--- config.mk ---
export PLATFORM = sky130hd
export DESIGN_NAME = dff_serial_capture_flat
export DESIGN_NICKNAME = d
export VERILOG_FILES = /design/src/rtl/dff_serial_capture_if.sv /design/src/rtl/dff_serial_capture.sv /design/src/flat_wrapper.sv
export SDC_FILE = /design/constraint.sdc
export NUM_CORES = 1
export LEC_CHECK = 0
export ABC_CLOCK_PERIOD_IN_PS = 2960
export CORE_ASPECT_RATIO = 0.6
export CORE_MARGIN = 1.5
export CORE_UTILIZATION = 40
export DETAILED_ROUTE_END_ITERATION = 16
export GPL_ROUTABILITY_DRIVEN = 0
export PLACE_DENSITY_LB_ADDON = 0.08
export SLEW_MARGIN = 10
export SYNTH_ARGS = -nofsm -noshare
export SYNTH_HDL_FRONTEND = slang
export SYNTH_SLANG_ARGS = --single-unit
export TNS_END_PERCENT = 20
--- constraint.sdc ---
create_clock -name C -period 2.96 [get_ports C]
set_input_delay 0.444 -clock C [delete_from_list [all_inputs] [get_ports C]]
set_output_delay 0.444 -clock C [all_outputs]
set_load 0.01 [all_outputs]
--- src/rtl/dff_serial_capture_if.sv ---
// Bundle between the flip-flop stage and the serial capture block:
// sampled Q/nQ pair and acknowledge in, captured word and status out.
interface dff_serial_capture_if #(
  parameter int WIDTH = 8
);
  logic             Q;
  logic             nQ;
  logic             A;
  logic [WIDTH-1:0] P;
  logic             V;
  logic             E;
  logic             O;
  logic             B;

  modport master (
    output Q, nQ, A,
    input  P, V, E, O, B
  );

  modport slave (
    input  Q, nQ, A,
    output P, V, E, O, B
  );
endinterface

--- src/rtl/dff_serial_capture.sv ---
// Deserialises a start/data/stop framed stream from a complementary Q/nQ
// flip-flop pair into a parallel word with a valid/acknowledge handshake.
//
// state   | meaning
// --------+-------------------------------------------------------------
// S_IDLE  | waiting for a start bit (Q=1, nQ=0)
// S_SHIFT | collecting WIDTH data bits, checking Q/nQ complement
// S_STOP  | checking the stop bit (Q=0, nQ=1) and loading the word
module dff_serial_capture #(
  parameter int WIDTH     = 8,
  parameter bit LSB_FIRST = 1'b1
) (
  input  logic                C,
  input  logic                R,
  dff_serial_capture_if.slave bus
);

  if (WIDTH < 1 || WIDTH > 32) begin : g_width_check
    $error("dff_serial_capture: WIDTH must be in 1..32");
  end

  // One spare bit so the counter can reach WIDTH without wrapping.
  localparam int CW = $clog2(WIDTH) + 1;
  localparam logic [CW-1:0] LAST_BIT = CW'(WIDTH - 1);

  localparam logic [1:0] S_IDLE  = 2'd0;
  localparam logic [1:0] S_SHIFT = 2'd1;
  localparam logic [1:0] S_STOP  = 2'd2;

  logic [1:0]       state;
  logic [CW-1:0]    bit_cnt;
  logic [WIDTH-1:0] shift_reg;
  logic [WIDTH-1:0] shift_next;
  logic [WIDTH-1:0] word;
  logic             valid;
  logic             err;
  logic             overrun;
  logic             busy;

  logic             comp_ok;
  logic             start_bit;
  logic             stop_good;
  logic             load;

  assign comp_ok   = bus.Q ^ bus.nQ;
  assign start_bit = bus.Q & ~bus.nQ;
  assign stop_good = ~bus.Q & bus.nQ;
  assign load      = (state == S_STOP) && stop_good;

  // LSB-first shifts in at the top so the first bit ends in bit 0.
  if (WIDTH == 1) begin : g_shift_one
    assign shift_next = bus.Q;
  end else if (LSB_FIRST) begin : g_shift_lsb
    assign shift_next = {bus.Q, shift_reg[WIDTH-1:1]};
  end else begin : g_shift_msb
    assign shift_next = {shift_reg[WIDTH-2:0], bus.Q};
  end

  always_ff @(posedge C) begin
    if (R) begin
      state     <= S_IDLE;
      bit_cnt   <= '0;
      shift_reg <= '0;
      word      <= '0;
      valid     <= 1'b0;
      err       <= 1'b0;
      overrun   <= 1'b0;
      busy      <= 1'b0;
    end else begin
      err <= 1'b0;

      case (state)
        S_IDLE: begin
          if (start_bit) begin
            state   <= S_SHIFT;
            bit_cnt <= '0;
            busy    <= 1'b1;
          end
        end

        S_SHIFT: begin
          if (!comp_ok) begin
            err       <= 1'b1;
            state     <= S_IDLE;
            busy      <= 1'b0;
            bit_cnt   <= '0;
            shift_reg <= '0;
          end else begin
            shift_reg <= shift_next;
            bit_cnt   <= bit_cnt + 1'b1;
            if (bit_cnt == LAST_BIT) begin
              state <= S_STOP;
            end
          end
        end

        S_STOP: begin
          // Wrong stop level and a complement fault both flag an error.
          if (!stop_good) begin
            err <= 1'b1;
          end
          state   <= S_IDLE;
          busy    <= 1'b0;
          bit_cnt <= '0;
        end

        default: begin
          state   <= S_IDLE;
          busy    <= 1'b0;
          bit_cnt <= '0;
        end
      endcase

      if (load) begin
        word  <= shift_reg;
        valid <= 1'b1;
        if (valid && !bus.A) begin
          overrun <= 1'b1;
        end
      end else if (valid && bus.A) begin
        valid <= 1'b0;
      end
    end
  end

  assign bus.P = word;
  assign bus.V = valid;
  assign bus.E = err;
  assign bus.O = overrun;
  assign bus.B = busy;

endmodule
--- src/flat_wrapper.sv ---
// flat-port wrapper written by rule: the top's interface ports become plain ports
module dff_serial_capture_flat 
#(
  parameter int WIDTH     = 8,
  parameter bit LSB_FIRST = 1'b1
)
  (C, R, bus_Q, bus_nQ, bus_A, bus_P, bus_V, bus_E, bus_O, bus_B);
  dff_serial_capture_if #(.WIDTH(WIDTH)) bus_i ();
  input  logic C;
  input  logic R;
  input wire logic [$bits(bus_i.Q)-1:0] bus_Q;
  input wire logic [$bits(bus_i.nQ)-1:0] bus_nQ;
  input wire logic [$bits(bus_i.A)-1:0] bus_A;
  output wire logic [$bits(bus_i.P)-1:0] bus_P;
  output wire logic [$bits(bus_i.V)-1:0] bus_V;
  output wire logic [$bits(bus_i.E)-1:0] bus_E;
  output wire logic [$bits(bus_i.O)-1:0] bus_O;
  output wire logic [$bits(bus_i.B)-1:0] bus_B;
  assign bus_i.Q = bus_Q;
  assign bus_i.nQ = bus_nQ;
  assign bus_i.A = bus_A;
  assign bus_P = bus_i.P;
  assign bus_V = bus_i.V;
  assign bus_E = bus_i.E;
  assign bus_O = bus_i.O;
  assign bus_B = bus_i.B;
  dff_serial_capture #(.WIDTH(WIDTH), .LSB_FIRST(LSB_FIRST)) u_core (.C(C), .R(R), .bus(bus_i));
endmodule
==> impl_results.md <==
- Status: complete, no violations
- Worst clock skew: slightly below 8 ps
- Final hold violation count: 0
- Hold WC Path Type: flip-flop to flip-flop
- CTS tree: done
- Post-synth EDFFs: 0
- Period utilization: about 72%
- Hold Slack: between 400 and 500 ps
- Post CTS Setup Buffer Count: 0
- Skew-Pair Late Insertion Delay: ~270 ps
- Finish-stage setup viols: 0
- DR top layer: met4
- Clock Path Buffers: 2
- Clock root buffer: clkbuf_8
- Worst slew pin tran: between 900 and 1000 ps
- GRT Total Usage: ~16%
- TritonRoute pass-1 iters: 4
- Sw Share: approximately 22%
- Ports: 17
- Share of power burned in registers: between 50% and 60%
- Dominant cell by count in the synthesized netlist: dfxtp_1
- Cell Count, Final, Fillers Out: about 170
- Clock Sinks: 26
- Post-DRT Antenna Nets: 0
- Clock-pin slew on the worst setup and hold paths: around 90 ps
- Crit. End Element: flip-flop
- Core area: ~0.0026 mm2
- Max IR drop VDD: ~0.35 mV
- Routed wl met3: between 100 and 150 um
- DP Area: ~0.0013 mm2
- Req. time, crit path: about 3100 ps
- DRT iter0 DRCs: 28
- Diodes inserted: 0
- Setup_tns: 0 ps
- Register area share after synthesis: a little under half
- P_int: 0.467 mW
- Number of max-cap violations: 0
- Post-DP HPWL: between 1.5 and 2 mm
- Synth warn: 0
- Post-synth top cells: dfxtp_1 (26), a21oi_1 (21), nand2_1 (20)
- Total power: about 0.6 mW
- Async S/R FF share, synth: 0%
- Top cells by area, synth: dfxtp_1 (46%), a21oi_1 (9.4%), ha_1 (7.8%)
- Largest net degree at the start of global routing: 27
- Synthesis-to-finish area growth: 19.4%
- Synth Instances: about 130
- Hold buffer count at cts: 0
- Clock power frac: between 30% and 40%
- Leak: roughly 0.46 nW
- Layout cells sized above 1: around 4.3%
- Routed WL per cell: 12.4 um
- Vias post-DR: between 800 and 900
- Period minus WS final: ~2100 ps
- Main synth FF type: dfxtp_1
- First-pass GRT wire length: 3.79 mm
- Area share of the largest cell type after synthesis: a little under half
- Synth cell types: 29
- Die H: roughly 44 um
- Max Fclk: 468 MHz
- Worst slew margin: a little over a third
- DR DRC count: 0
- Combinational power share: under 10%
- Switching power: between 0.1 and 0.15 mW
- GR Overflow Total: 0
- #FFs+latches synth: 26
- Fin. max-slew vios: 0
- Syn_nets: between 100 and 150
- Nets@finish: around 160
- Avg Cell Area, Syn: a little under 9 um2
- Placed cell count: 170
- Worst EP arrival: ~2300 ps
- Num CTS Buffers: 3
- CTS resizes: 0
- Kind of start point of the critical path: primary input
- Unrepaired setup endpoints after global routing: false
- Met2 WL: 889 um
- Final WL: about 2.2 mm
- Post-synthesis cell area: 0.00112 mm2
- H-tree levels: 1
- Initial Util: between 40 and 50%
- Port bufs: 16
- Crit-path max FO: 11
- Die area: about 0.0031 mm2
- Crit Path Category: primary input to flip-flop
- Avg Vias per Cell: between 5 and 6
- Top cell type by total area after synthesis: dfxtp_1
- PwrDens: about 450 mW/mm2
- Initial antenna violation count: 0
- Vias in the first global route: 823
- DRT met1 WL: between 1 and 1.5 mm
- Num rows: 14
- Die width: ~71 um
- Finished Cell Area: about 0.0013 mm2
power groups by stage:
stage	Combinational (mW)	Clock (mW)	Sequential, mW
floorplan	0.0364	0	0.363
global placement	0.0521	0	0.363
detailed placement	0.0520	0	0.363
CTS	0.0524	0.202	0.354
global route	0.0582	0.216	0.355
finish	0.0529	0.193	0.354
logic make-up after synthesis:
| kind of cell | Yosys count | synth area share (%) |
|---|---|---|
| multiplexers | 1 | 0.892 |
| flip-flops | 26 | 46.4 |
| adder cells (fa/ha/maj) | 7 | 7.80 |
| AO/OA/AOI/OAI | 29 | 14.6 |
| buffers and inverters | 12 | 4.46 |
| AND/OR/NAND/NOR | 53 | 25.9 |
per-layer routing:
metal  vias up  global-route usage (%)
li1        459                       -
met1       408                    21.4
met2        20                    25.0
met3         2                    5.69
met4         0                    3.40
met5         -                       0
critical path, stage by stage:
cell and delay [ps]:
clkdlybuf4s50_1 520, inv_1 60, ha_1 410, nand2b_2 280, or4_1 470, a31oi_1 130
worst paths after layout:
path                    from                end  slack (ps)  cells past startpoint
max                   bus_nQ  u_core.bit_cnt[3]         820                      6
min          u_core.bus.P[4]    u_core.bus.P[4]         460                      2
max reg2reg  u_core.state[0]  u_core.bit_cnt[3]        1330                      5
min reg2reg  u_core.bus.P[4]    u_core.bus.P[4]         460                      2
cell type report:
class	count	area, um2
clock buffer	3	41.3
timing repair buffer	17	168
fill	247	1230
multi-input combinational	90	552
sequential	26	520
inverter	5	18.8
tap	32	40.0
layout by cell type, fill, tap and decap left out:
| cell type | instances |
|---|---|
| or4_1 | 1 |
| nand3b_1 | 7 |
| nor3b_1 | 2 |
| ha_1 | 7 |
| nand2_1 | 20 |
| inv_1 | 5 |
| clkbuf_8 | 3 |
| a21oi_1 | 21 |
| o21ba_1 | 1 |
| dfxtp_1 | 26 |
| nor2b_1 | 2 |
| or2b_1 | 1 |
| buf_4 | 1 |
| nand2b_1 | 8 |
| o21ai_0 | 2 |
| nand3_1 | 3 |
| a31oi_1 | 1 |
| mux2i_1 | 1 |
| nand2b_2 | 1 |
| and3b_1 | 1 |
| and2_1 | 1 |
| or3_1 | 1 |
| clkdlybuf4s50_1 | 16 |
| nor2_1 | 3 |
| nor3_1 | 1 |
| nand4b_1 | 1 |
| a22oi_1 | 1 |
| a211oi_1 | 2 |
| o21ba_2 | 1 |
per-stage QoR:
stage          worst slack, ps  utilization [%]
6_report                   822             52.0
4_1_cts                    828             52.0
3_5_place_dp               540             50.4
2_1_floorplan             1360                -
3_3_place_gp               596             50.4
5_1_grt                    686             52.0
(Power assumes the default switching activity.)
